## config.mk

```make
export PLATFORM = sky130hd
export DESIGN_NAME = fb_write_arbiter_flat
export DESIGN_NICKNAME = d
export VERILOG_FILES = /design/src/rtl/fb_write_arbiter_pkg.sv /design/src/rtl/fb_write_arbiter_if.sv /design/src/rtl/fb_write_arbiter_rr_arbiter.sv /design/src/rtl/fb_write_arbiter.sv /design/src/flat_wrapper.sv
export SDC_FILE = /design/constraint.sdc
export NUM_CORES = 1
export LEC_CHECK = 0
export ABC_CLOCK_PERIOD_IN_PS = 3600
export CORE_MARGIN = 8
export CORE_UTILIZATION = 45
export CTS_BUF_LIST = sky130_fd_sc_hd__clkbuf_2 sky130_fd_sc_hd__clkbuf_4 sky130_fd_sc_hd__clkbuf_8
export DETAILED_ROUTE_END_ITERATION = 6
export DONT_BUFFER_PORTS = 1
export PLACE_DENSITY = 0.65
export SETUP_SLACK_MARGIN = 0.4
export SLEW_MARGIN = 20
export SYNTH_ARGS = -nofsm -noshare
export SYNTH_HDL_FRONTEND = slang
export SYNTH_SLANG_ARGS = --single-unit
```

## constraint.sdc

```tcl
create_clock -name sys_clk -period 3.6 [get_ports sys_clk]
set_clock_uncertainty 0.2 [all_clocks]
set_input_delay 0.18 -clock sys_clk [delete_from_list [all_inputs] [get_ports sys_clk]]
set_output_delay 0.18 -clock sys_clk [all_outputs]
set_load 0.02 [all_outputs]
```

## src/rtl/fb_write_arbiter_pkg.sv

```systemverilog
// Shared frame-buffer types and constants for the write arbiter slice.
// Address/pixel widths, default frame size and the write FSM encoding.
package fb_pkg;

    localparam int FB_ADDR_W = 19;
    localparam int FB_PIX_W  = 24;
    localparam int FB_MAX    = 640 * 480;

    typedef logic [FB_ADDR_W-1:0] fb_addr_t;
    typedef logic [FB_PIX_W-1:0]  fb_pixel_t;

    typedef enum logic [1:0] {
        IDLE,
        CLEAR,
        DONE
    } fb_wr_state_e;

    function automatic fb_addr_t fb_last(int w, int h);
        return fb_addr_t'(w * h - 1);
    endfunction

endpackage

```

## src/rtl/fb_write_arbiter_if.sv

```systemverilog
// Requester, clear-control and RAM write-port bundle of the arbiter.
// master = draw-engine side, slave = arbiter side.
interface fb_write_arbiter_if #(
    parameter int NUM_REQ = 3
);

    logic [NUM_REQ-1:0] req_valid;
    logic [NUM_REQ-1:0] req_ready;
    fb_pkg::fb_addr_t   req_addr [NUM_REQ];
    fb_pkg::fb_pixel_t  req_data [NUM_REQ];

    logic               clear_start;
    fb_pkg::fb_pixel_t  clear_color;
    logic               clear_busy;
    logic               clear_done;

    logic               wr_en;
    fb_pkg::fb_addr_t   wr_addr;
    fb_pkg::fb_pixel_t  wr_data;
    logic               oob_err;

    modport master (
        output req_valid, req_addr, req_data,
        output clear_start, clear_color,
        input  req_ready, clear_busy, clear_done,
        input  wr_en, wr_addr, wr_data, oob_err
    );

    modport slave (
        input  req_valid, req_addr, req_data,
        input  clear_start, clear_color,
        output req_ready, clear_busy, clear_done,
        output wr_en, wr_addr, wr_data, oob_err
    );

endinterface

```

## src/rtl/fb_write_arbiter_rr_arbiter.sv

```systemverilog
// Round-robin arbiter: one-hot grant to the first request at or after
// the pointer; the pointer advances past the winner on every grant.
module fb_rr_arbiter #(
    parameter int NUM_REQ = 3
) (
    input  logic               clk,
    input  logic               reset,
    input  logic               en_i,
    input  logic [NUM_REQ-1:0] req_i,
    output logic [NUM_REQ-1:0] gnt_o
);

    localparam int PTR_W = (NUM_REQ > 1) ? $clog2(NUM_REQ) : 1;
    localparam logic [PTR_W:0] N_L = (PTR_W+1)'(NUM_REQ);

    logic [PTR_W-1:0] ptr_q;
    logic [PTR_W-1:0] ptr_d;
    logic [PTR_W-1:0] idx;
    logic [PTR_W:0]   sum;
    logic             found;

    always_comb begin
        gnt_o = '0;
        ptr_d = ptr_q;
        found = 1'b0;
        sum   = '0;
        idx   = '0;
        for (int k = 0; k < NUM_REQ; k++) begin
            sum = {1'b0, ptr_q} + (PTR_W+1)'(k);
            if (sum >= N_L) begin
                sum = sum - N_L;
            end
            idx = sum[PTR_W-1:0];
            if (en_i && !found && req_i[idx]) begin
                found      = 1'b1;
                gnt_o[idx] = 1'b1;
                if ({1'b0, idx} == N_L - 1'b1) begin
                    ptr_d = '0;
                end else begin
                    ptr_d = idx + 1'b1;
                end
            end
        end
    end

    always_ff @(posedge clk) begin
        if (reset) begin
            ptr_q <= '0;
        end else if (found) begin
            ptr_q <= ptr_d;
        end
    end

endmodule

```

## src/rtl/fb_write_arbiter.sv

```systemverilog
// Frame-buffer write-port arbiter with full-frame clear sequencer.
// Define FB_WRITE_STATS_EN to add per-requester grant_count counters.
module fb_write_arbiter
    import fb_pkg::*;
#(
    parameter int NUM_REQ       = 3,
    parameter int SCREEN_WIDTH  = 640,
    parameter int SCREEN_HEIGHT = 480
) (
    input  logic                sys_clk,
    input  logic                reset,
`ifdef FB_WRITE_STATS_EN
    output logic [31:0]         grant_count [NUM_REQ],
`endif
    fb_write_arbiter_if.slave   bus
);

    localparam fb_addr_t LAST = fb_last(SCREEN_WIDTH, SCREEN_HEIGHT);

    fb_wr_state_e       state_q;
    fb_wr_state_e       state_d;
    fb_addr_t           cnt_q;
    fb_addr_t           cnt_d;
    fb_pixel_t          color_q;
    fb_pixel_t          color_d;
    logic               wr_en_q;
    logic               wr_en_d;
    fb_addr_t           wr_addr_q;
    fb_addr_t           wr_addr_d;
    fb_pixel_t          wr_data_q;
    fb_pixel_t          wr_data_d;
    logic               oob_q;
    logic               oob_d;

    logic [NUM_REQ-1:0] gnt;
    logic               arb_en;
    fb_addr_t           sel_addr;
    fb_pixel_t          sel_data;

    assign arb_en = (state_q == IDLE);

    fb_rr_arbiter #(
        .NUM_REQ (NUM_REQ)
    ) u_arb (
        .clk   (sys_clk),
        .reset (reset),
        .en_i  (arb_en),
        .req_i (bus.req_valid),
        .gnt_o (gnt)
    );

    always_ff @(posedge sys_clk) begin
        if (reset) begin
            state_q <= IDLE;
        end else begin
            state_q <= state_d;
        end
    end

    always_comb begin
        state_d = state_q;
        unique case (state_q)
            IDLE:    if (bus.clear_start) state_d = CLEAR;
            CLEAR:   if (cnt_q == LAST) state_d = DONE;
            DONE:    state_d = IDLE;
            default: state_d = IDLE;
        endcase
    end

    always_comb begin
        bus.req_ready  = gnt;
        bus.clear_busy = (state_q == CLEAR);
        bus.clear_done = (state_q == DONE);
    end

    // grant is one-hot, so OR-ing the masked lanes selects the winner
    always_comb begin
        sel_addr = '0;
        sel_data = '0;
        for (int i = 0; i < NUM_REQ; i++) begin
            if (gnt[i]) begin
                sel_addr = sel_addr | bus.req_addr[i];
                sel_data = sel_data | bus.req_data[i];
            end
        end
    end

    always_comb begin
        cnt_d     = cnt_q;
        color_d   = color_q;
        wr_en_d   = 1'b0;
        wr_addr_d = wr_addr_q;
        wr_data_d = wr_data_q;
        oob_d     = oob_q;
        unique case (state_q)
            IDLE: begin
                cnt_d = '0;
                if (bus.clear_start) begin
                    color_d = bus.clear_color;
                end
                if (|gnt) begin
                    if (sel_addr > LAST) begin
                        oob_d = 1'b1;
                    end else begin
                        wr_en_d   = 1'b1;
                        wr_addr_d = sel_addr;
                        wr_data_d = sel_data;
                    end
                end
            end
            CLEAR: begin
                wr_en_d   = 1'b1;
                wr_addr_d = cnt_q;
                wr_data_d = color_q;
                if (cnt_q != LAST) begin
                    cnt_d = cnt_q + 1'b1;
                end
            end
            default: ;
        endcase
    end

    always_ff @(posedge sys_clk) begin
        if (reset) begin
            cnt_q     <= '0;
            color_q   <= '0;
            wr_en_q   <= 1'b0;
            wr_addr_q <= '0;
            wr_data_q <= '0;
            oob_q     <= 1'b0;
        end else begin
            cnt_q     <= cnt_d;
            color_q   <= color_d;
            wr_en_q   <= wr_en_d;
            wr_addr_q <= wr_addr_d;
            wr_data_q <= wr_data_d;
            oob_q     <= oob_d;
        end
    end

    assign bus.wr_en   = wr_en_q;
    assign bus.wr_addr = wr_addr_q;
    assign bus.wr_data = wr_data_q;
    assign bus.oob_err = oob_q;

`ifdef FB_WRITE_STATS_EN
    logic [31:0] stat_q [NUM_REQ];

    always_ff @(posedge sys_clk) begin
        for (int i = 0; i < NUM_REQ; i++) begin
            if (reset) begin
                stat_q[i] <= '0;
            end else if (gnt[i] && (stat_q[i] != '1)) begin
                stat_q[i] <= stat_q[i] + 1'b1;
            end
        end
    end

    assign grant_count = stat_q;
`endif

endmodule

```

## src/flat_wrapper.sv

```systemverilog
// flat-port wrapper written by rule: the top's interface ports become plain ports
module fb_write_arbiter_flat import fb_pkg::*;
#(
    parameter int NUM_REQ       = 3,
    parameter int SCREEN_WIDTH  = 640,
    parameter int SCREEN_HEIGHT = 480
)
  (sys_clk, reset, bus_req_valid, bus_req_addr, bus_req_data, bus_clear_start, bus_clear_color, bus_req_ready, bus_clear_busy, bus_clear_done, bus_wr_en, bus_wr_addr, bus_wr_data, bus_oob_err);
  fb_write_arbiter_if #(.NUM_REQ(NUM_REQ)) bus_i ();
  input  logic sys_clk;
  input  logic reset;
  input wire logic [$bits(bus_i.req_valid)-1:0] bus_req_valid;
  input wire logic [$bits(bus_i.req_addr)-1:0] bus_req_addr;
  input wire logic [$bits(bus_i.req_data)-1:0] bus_req_data;
  input wire logic [$bits(bus_i.clear_start)-1:0] bus_clear_start;
  input wire logic [$bits(bus_i.clear_color)-1:0] bus_clear_color;
  output wire logic [$bits(bus_i.req_ready)-1:0] bus_req_ready;
  output wire logic [$bits(bus_i.clear_busy)-1:0] bus_clear_busy;
  output wire logic [$bits(bus_i.clear_done)-1:0] bus_clear_done;
  output wire logic [$bits(bus_i.wr_en)-1:0] bus_wr_en;
  output wire logic [$bits(bus_i.wr_addr)-1:0] bus_wr_addr;
  output wire logic [$bits(bus_i.wr_data)-1:0] bus_wr_data;
  output wire logic [$bits(bus_i.oob_err)-1:0] bus_oob_err;
  assign bus_i.req_valid = bus_req_valid;
  assign bus_i.req_addr = {>>{bus_req_addr}};
  assign bus_i.req_data = {>>{bus_req_data}};
  assign bus_i.clear_start = bus_clear_start;
  assign bus_i.clear_color = bus_clear_color;
  assign bus_req_ready = bus_i.req_ready;
  assign bus_clear_busy = bus_i.clear_busy;
  assign bus_clear_done = bus_i.clear_done;
  assign bus_wr_en = bus_i.wr_en;
  assign bus_wr_addr = bus_i.wr_addr;
  assign bus_wr_data = bus_i.wr_data;
  assign bus_oob_err = bus_i.oob_err;
  fb_write_arbiter #(.NUM_REQ(NUM_REQ), .SCREEN_WIDTH(SCREEN_WIDTH), .SCREEN_HEIGHT(SCREEN_HEIGHT)) u_core (.sys_clk(sys_clk), .reset(reset), .bus(bus_i));
endmodule
```

# Word level (Yosys, flattened, before mapping)

Index checks and enable logic that the tools add are counted.

Input bits: 159
Register bits after elaboration: 92

Multiplexer cells: 47
Reduce and logical (&&, ||, !) cells: 20
Bitwise gates (word level): 6
Equal/unequal tests: 12
Add/sub/neg operators: 9
Order comparisons: 10

Operators with widths:

| cell                                                                    | number |
|---|---|
| 24-bit 2-to-1 mux                                                       | 5 |
| 19-bit 2-to-1 mux                                                       | 6 |
| 19-bit one-hot mux with 2 select lines                                  | 2 |
| 24-bit OR                                                               | 2 |
| 24-bit one-hot mux with 2 select lines                                  | 1 |
| 19-bit OR                                                               | 2 |
| 2-bit 2-to-1 mux                                                        | 11 |
| 19-bit by 1-bit adder with 19-bit output, second input constant         | 1 |
| 19-bit equality test, second input constant                             | 1 |
| 19-bit greater-than comparator, second input constant                   | 1 |
| 19-bit inequality test, second input constant                           | 1 |
| 1-bit 2-to-1 mux                                                        | 11 |
| 2-bit by 3-bit < comparator with 1-bit output, second input constant    | 3 |
| 3-bit 2-to-1 mux                                                        | 3 |
| 2-bit equality test, second input constant                              | 4 |
| 1-bit logical AND                                                       | 8 |
| 2-bit AND reduction                                                     | 4 |
| 2-bit by 1-bit adder with 2-bit output, second input constant           | 3 |
| 1-bit binary-select mux with 2-bit select                               | 3 |
| 1-bit demux with 2-bit select                                           | 3 |
| 2-bit by 1-bit >= comparator with 1-bit output, second input constant   | 3 |
| 3-bit by 2-bit >= comparator with 1-bit output, second input constant   | 2 |
| 2-bit by 1-bit inequality test with 1-bit output, second input constant | 3 |
| 3-bit OR                                                                | 2 |
| 14 further kinds                                                        | 19 |

# Depth between registers and ports, before layout

Word-level depth: 23
Mapped depth: 13

# Cells and area by module

A second synthesis with hierarchy kept.

Cell total of the unflattened synthesis: 582
Area, all modules: 5054.8 um^2

By module, submodules not included:

| module           | cells each | area each (um^2) | times used |
|---|---|---|---|
| fb_write_arbiter | 526        | 4573.1           | 1 |
| fb_rr_arbiter    | 56         | 481.7            | 1 |

# Worst setup path after synthesis

Ideal clock, no wire load.

Path type: register to register
From: register u_core.u_arb.ptr_q[0]
To: register u_core.wr_data_q[13] (netlist: u_core.bus.wr_data[13])
Setup slack: 0.095 ns
Path buffers: 2
Cell stages (with the launch flop): 14
Arrival: 3.210 ns
Cells stage by stage: dfxtp_1 -> inv_1 -> ha_1 -> buf_2 -> mux2i_1 -> o21a_1 -> o221a_2 -> or2_2 -> inv_2 -> a222oi_1 -> o21a_1 -> nand2_2 -> buf_2 -> o311ai_1

Cells in the longest elaborated chain, start to end: 22
Elaborated cells between the ends (all ways): 64
Those cells by class: add/sub (5); order compare (10); eq/ne (2); mux (29); bitwise (6); reduce/logical (12)

RTL lines:

| what                                                                                            | line                                           | source |
|---|---|---|
| start: declaration                                                                              | fb_write_arbiter_rr_arbiter.sv:16              | `logic [PTR_W-1:0] ptr_q;` |
| start signal: assignment                                                                        | fb_write_arbiter_rr_arbiter.sv:50              | `ptr_q <= ptr_d;` |
| parallel branches: the longest is 13 deep, another holds 2-bit by 1-bit adder with 3-bit output | -                                              |  |
| 3-bit 2-to-1 mux *                                                                              | fb_write_arbiter_rr_arbiter.sv:34              | `if (en_i && !found && req_i[idx]) begin` |
| 19-bit 2-to-1 mux or 24-bit 2-to-1 mux (tied branches)                                          | fb_write_arbiter.sv:81                         | `if (gnt[i]) begin` |
| 19-bit OR or 24-bit OR (tied branches)                                                          | fb_write_arbiter.sv:82, fb_write_arbiter.sv:83 |  |
| 19-bit 2-to-1 mux or 24-bit 2-to-1 mux (tied branches)                                          | fb_write_arbiter.sv:81                         |  |
| 19-bit OR or 24-bit OR (tied branches)                                                          | fb_write_arbiter.sv:82, fb_write_arbiter.sv:83 |  |
| 19-bit 2-to-1 mux or 24-bit 2-to-1 mux (tied branches)                                          | fb_write_arbiter.sv:81                         |  |
| 19-bit greater-than comparator or 24-bit 2-to-1 mux (tied branches)                             | fb_write_arbiter.sv:102                        | `if (sel_addr > LAST) begin` |
| 2-bit inequality test (no source line) or 24-bit 2-to-1 mux (tied branches)                     | -                                              |  |
| 3-bit AND reduction (no source line) or 24-bit one-hot mux with 2 select lines (tied branches)  | -                                              |  |
| end signal: assignment                                                                          | fb_write_arbiter.sv:136                        | `wr_data_q <= wr_data_d;` |
| end: declaration                                                                                | fb_write_arbiter.sv:30                         | `fb_pixel_t wr_data_q;` |

Mark *: on every way between the ends. The select of a mux whose other input is x is not followed.
A chain may end at the register's enable or synchronous reset.

# Final worst setup path

From: register u_core.u_arb.ptr_q[0]
To: register u_core.wr_data_q[1] (netlist: u_core.bus.wr_data[1])

The elaborated chain is that of the path after synthesis.

==> results.ini <==
[layout]
nNetsFinal=863
final_common_cell=dlygate4sd3_1
fin_cells=842
n_fill_cell=785
drive_above_1_share_pct=17.2
areaGrowthSynthToFinish_pct=48.9
final_cell_mix=131 x dlygate4sd3_1, 90 x dfxtp_1, 88 x nand2_1
utilization_pct=69.1

[drt]
first_pass_iters=7
drtIter0Drc=765
routed_via_density=6.72
wl_um=20400
vias=5661
routedWlPerCell_um=24.3
detail-route-antenna-nets=0
drc=9

[logic_synthesis]
syn-cell-area_um2=4790
synth_edf_count=0
ys_warn_count=0
syn_area_per_cell_um2=8.46
async_reset_ff_share_pct=0
ys_ff_latch=92
synthDistinctLibCells=60
seq_area_frac_synth_pct=38.5
postSynthCellCount=566
ys_dominant_reg_cell=dfxtp_1
synth_fp_nets=730

[clock_network]
cts_buffers=9
h-tree-depth=3
cts_tree=yes
clock-sinks=92
clockBufferDepth=2
worst_skew_pair.late_latency_ns=0.38
path_clk_slew_ns=0.09
clock-root-buffer=clkbuf_8

[floorplanning]
rows=37
initial_core_util_pct=46.4
core_um2=10300
die_h_um=119
die_w_um=119
ios=209
dieArea_um2=14200

[hold_path]
worstHoldPathCells=2
hold_class=in -> reg
min_to=u_core.bus.wr_addr[0]
worstHoldStart=bus_req_addr[19]

[outcome]
violations=DRC
status=complete, but fails checks

[setup_path]
r2r_start=u_core.u_arb.ptr_q[0]
cp-end-kind=flip-flop
startpoint_type=flip-flop
crit_chain=inv_2, ha_4, or3b_1, or4_4, o211ai_4, buf_12, a222oi_1, buf_4, a211oi_4, buf_6, buf_16, o2111ai_1, o311ai_1
required_ns=3.65
r2r-end=u_core.bus.wr_data[1]
crit_slowest_cell=or4_4
path_class=reg -> reg
ff2ff_setup_slack_ns=0.22
slowest_delay_ns=0.50
arrival_ns=3.43
r2r_cells=13
crit_fanout=8

[sta]
finalHoldViolations=0
maxSlewViolCount=0
finalSetupTns_ns=0
fmax_mhz=296
tightest_slew_ns=1.00
finalSetupViolCount=0
rsz0062_at_grt=true
min_period_ns=3.38
period_share_pct=93.9
slew_headroom_pct=33.3

[job]
drv_cap=0

[placed_design]
io_buffers=0
dp_hpwl_um=12000
gp_congestion=0.866
dp_cells=669

[grt]
antenna_found_initial=2
grt_pass1_vias=5615
grt_remaining_overflow=0
grt_max_degree=55
grt_pass1_wl_um=31200
grtUsageTotal_pct=27.1

[power]
p_per_area_nw_per_um2=969
max-vdd-ir-drop_v=0.000571
p_leak_nw=2.48

## synth_stat cells, drive strengths merged (13+ instances only)
cell type	instances	area share, %
nand3	31	3.2
nor2	28	2.2
xor2	13	2.4
clkbuf	47	3.7
o2111ai	26	4.8
a211oi	20	3.2
o311ai	21	3.8
a222oi	39	8.2
a21oi	32	3.3
dfxtp	92	38
nand2	89	7.0
## state kept, by name, indices dropped and copies added (netlist names)
signal              count
u_core.cnt_q           19
u_core.bus.wr_en        1
u_core.color_q         24
u_core.u_arb.ptr_q      2
u_core.bus.wr_data     24
u_core.bus.oob_err      1
u_core.state_q          2
u_core.bus.wr_addr     19
## power breakdown
group	internal [mW]	switching (mW)
clock network	0.338	0.412
logic	2.05	2.43
registers	1.25	0.424
total	3.64	3.27
## layout make-up
class	instances	area (um^2)	share of cell area, %
Inverter	9	36.3	0.509
Multi-Input combinational cell	409	3010	42.2
Clock buffer	10	131	1.84
Clock inverter	6	72.6	1.02
Sequential cell	92	1840	25.9
Tap cell	136	170	2.39
Timing Repair Buffer	178	1860	26.1
Antenna cell	2	5.00	0.0702
## metal layers
metal  global-route usage, %  vias up  share of wire (%)
met1                    30.1     2714                 37
met2                    44.0      365                 48
li1                        -     2494                  -
met3                    11.0       88                 11
met4                    13.6        0                4.6
met5                       0        -                  0
## worst max path at each step
stage / start / to / slack [ns] / depth (start not counted)
5_1_grt: u_core.u_arb.ptr_q[1] / u_core.bus.wr_data[16] / 0.12 / 13
3_3_place_gp: u_core.u_arb.ptr_q[0] / u_core.bus.wr_addr[14] / 0.14 / 11
4_1_cts: u_core.u_arb.ptr_q[0] / u_core.bus.wr_data[15] / 0.32 / 12
2_1_floorplan: u_core.u_arb.ptr_q[0] / u_core.bus.wr_addr[0] / 0.32 / 13
6_report: u_core.u_arb.ptr_q[0] / u_core.bus.wr_data[1] / 0.22 / 13
3_5_place_dp: u_core.u_arb.ptr_q[0] / u_core.bus.wr_data[15] / 0.04 / 13
## per-stage QoR
stage	setup slack, ns	instance area (um^2)	hold slack [ns]	power [mW]
after floorplan	0.316	4930	0.116	3.95
after global placement	0.142	5010	0.0583	4.54
after detailed placement	0.0355	5010	0.0576	4.61
after CTS	0.321	6880	0.00468	6.17
after global routing	0.116	7130	0.0391	7.23
final	0.219	7130	0.00591	6.91
## kinds of logic after synthesis
family / count (synthesis) / share of synthesized area (%)
AOI/OAI and AO/OA: 196 / 32.7
xor gates and xnor gates: 17 / 3.11
adders and majority gates: 5 / 1.31
buffers and inverters: 65 / 5.36
DFF: 92 / 38.5
muxes: 5 / 1.12
and+or+nand+nor: 186 / 17.9
## critical path, delay by kind of cell, from the launching register on
| kind | cells | cell delay (ns) |
|---|---|---|
| compound gates | 5 | 0.91 |
| fa+ha+maj | 1 | 0.27 |
| buf+inv | 5 | 0.69 |
| flops | 1 | 0.34 |
| simple gates | 2 | 0.84 |
## what timing repair did
item                       4_1_cts  5_1_grt
hold endpoints to repair        72        0
hold buffers                   132        0
pin swaps                       18       33
gates cloned                     2        3
resized for setup               31       28
buffers inserted                16        2
setup endpoints to repair       43       43
Note: power is estimated with default switching activity, not from simulation.
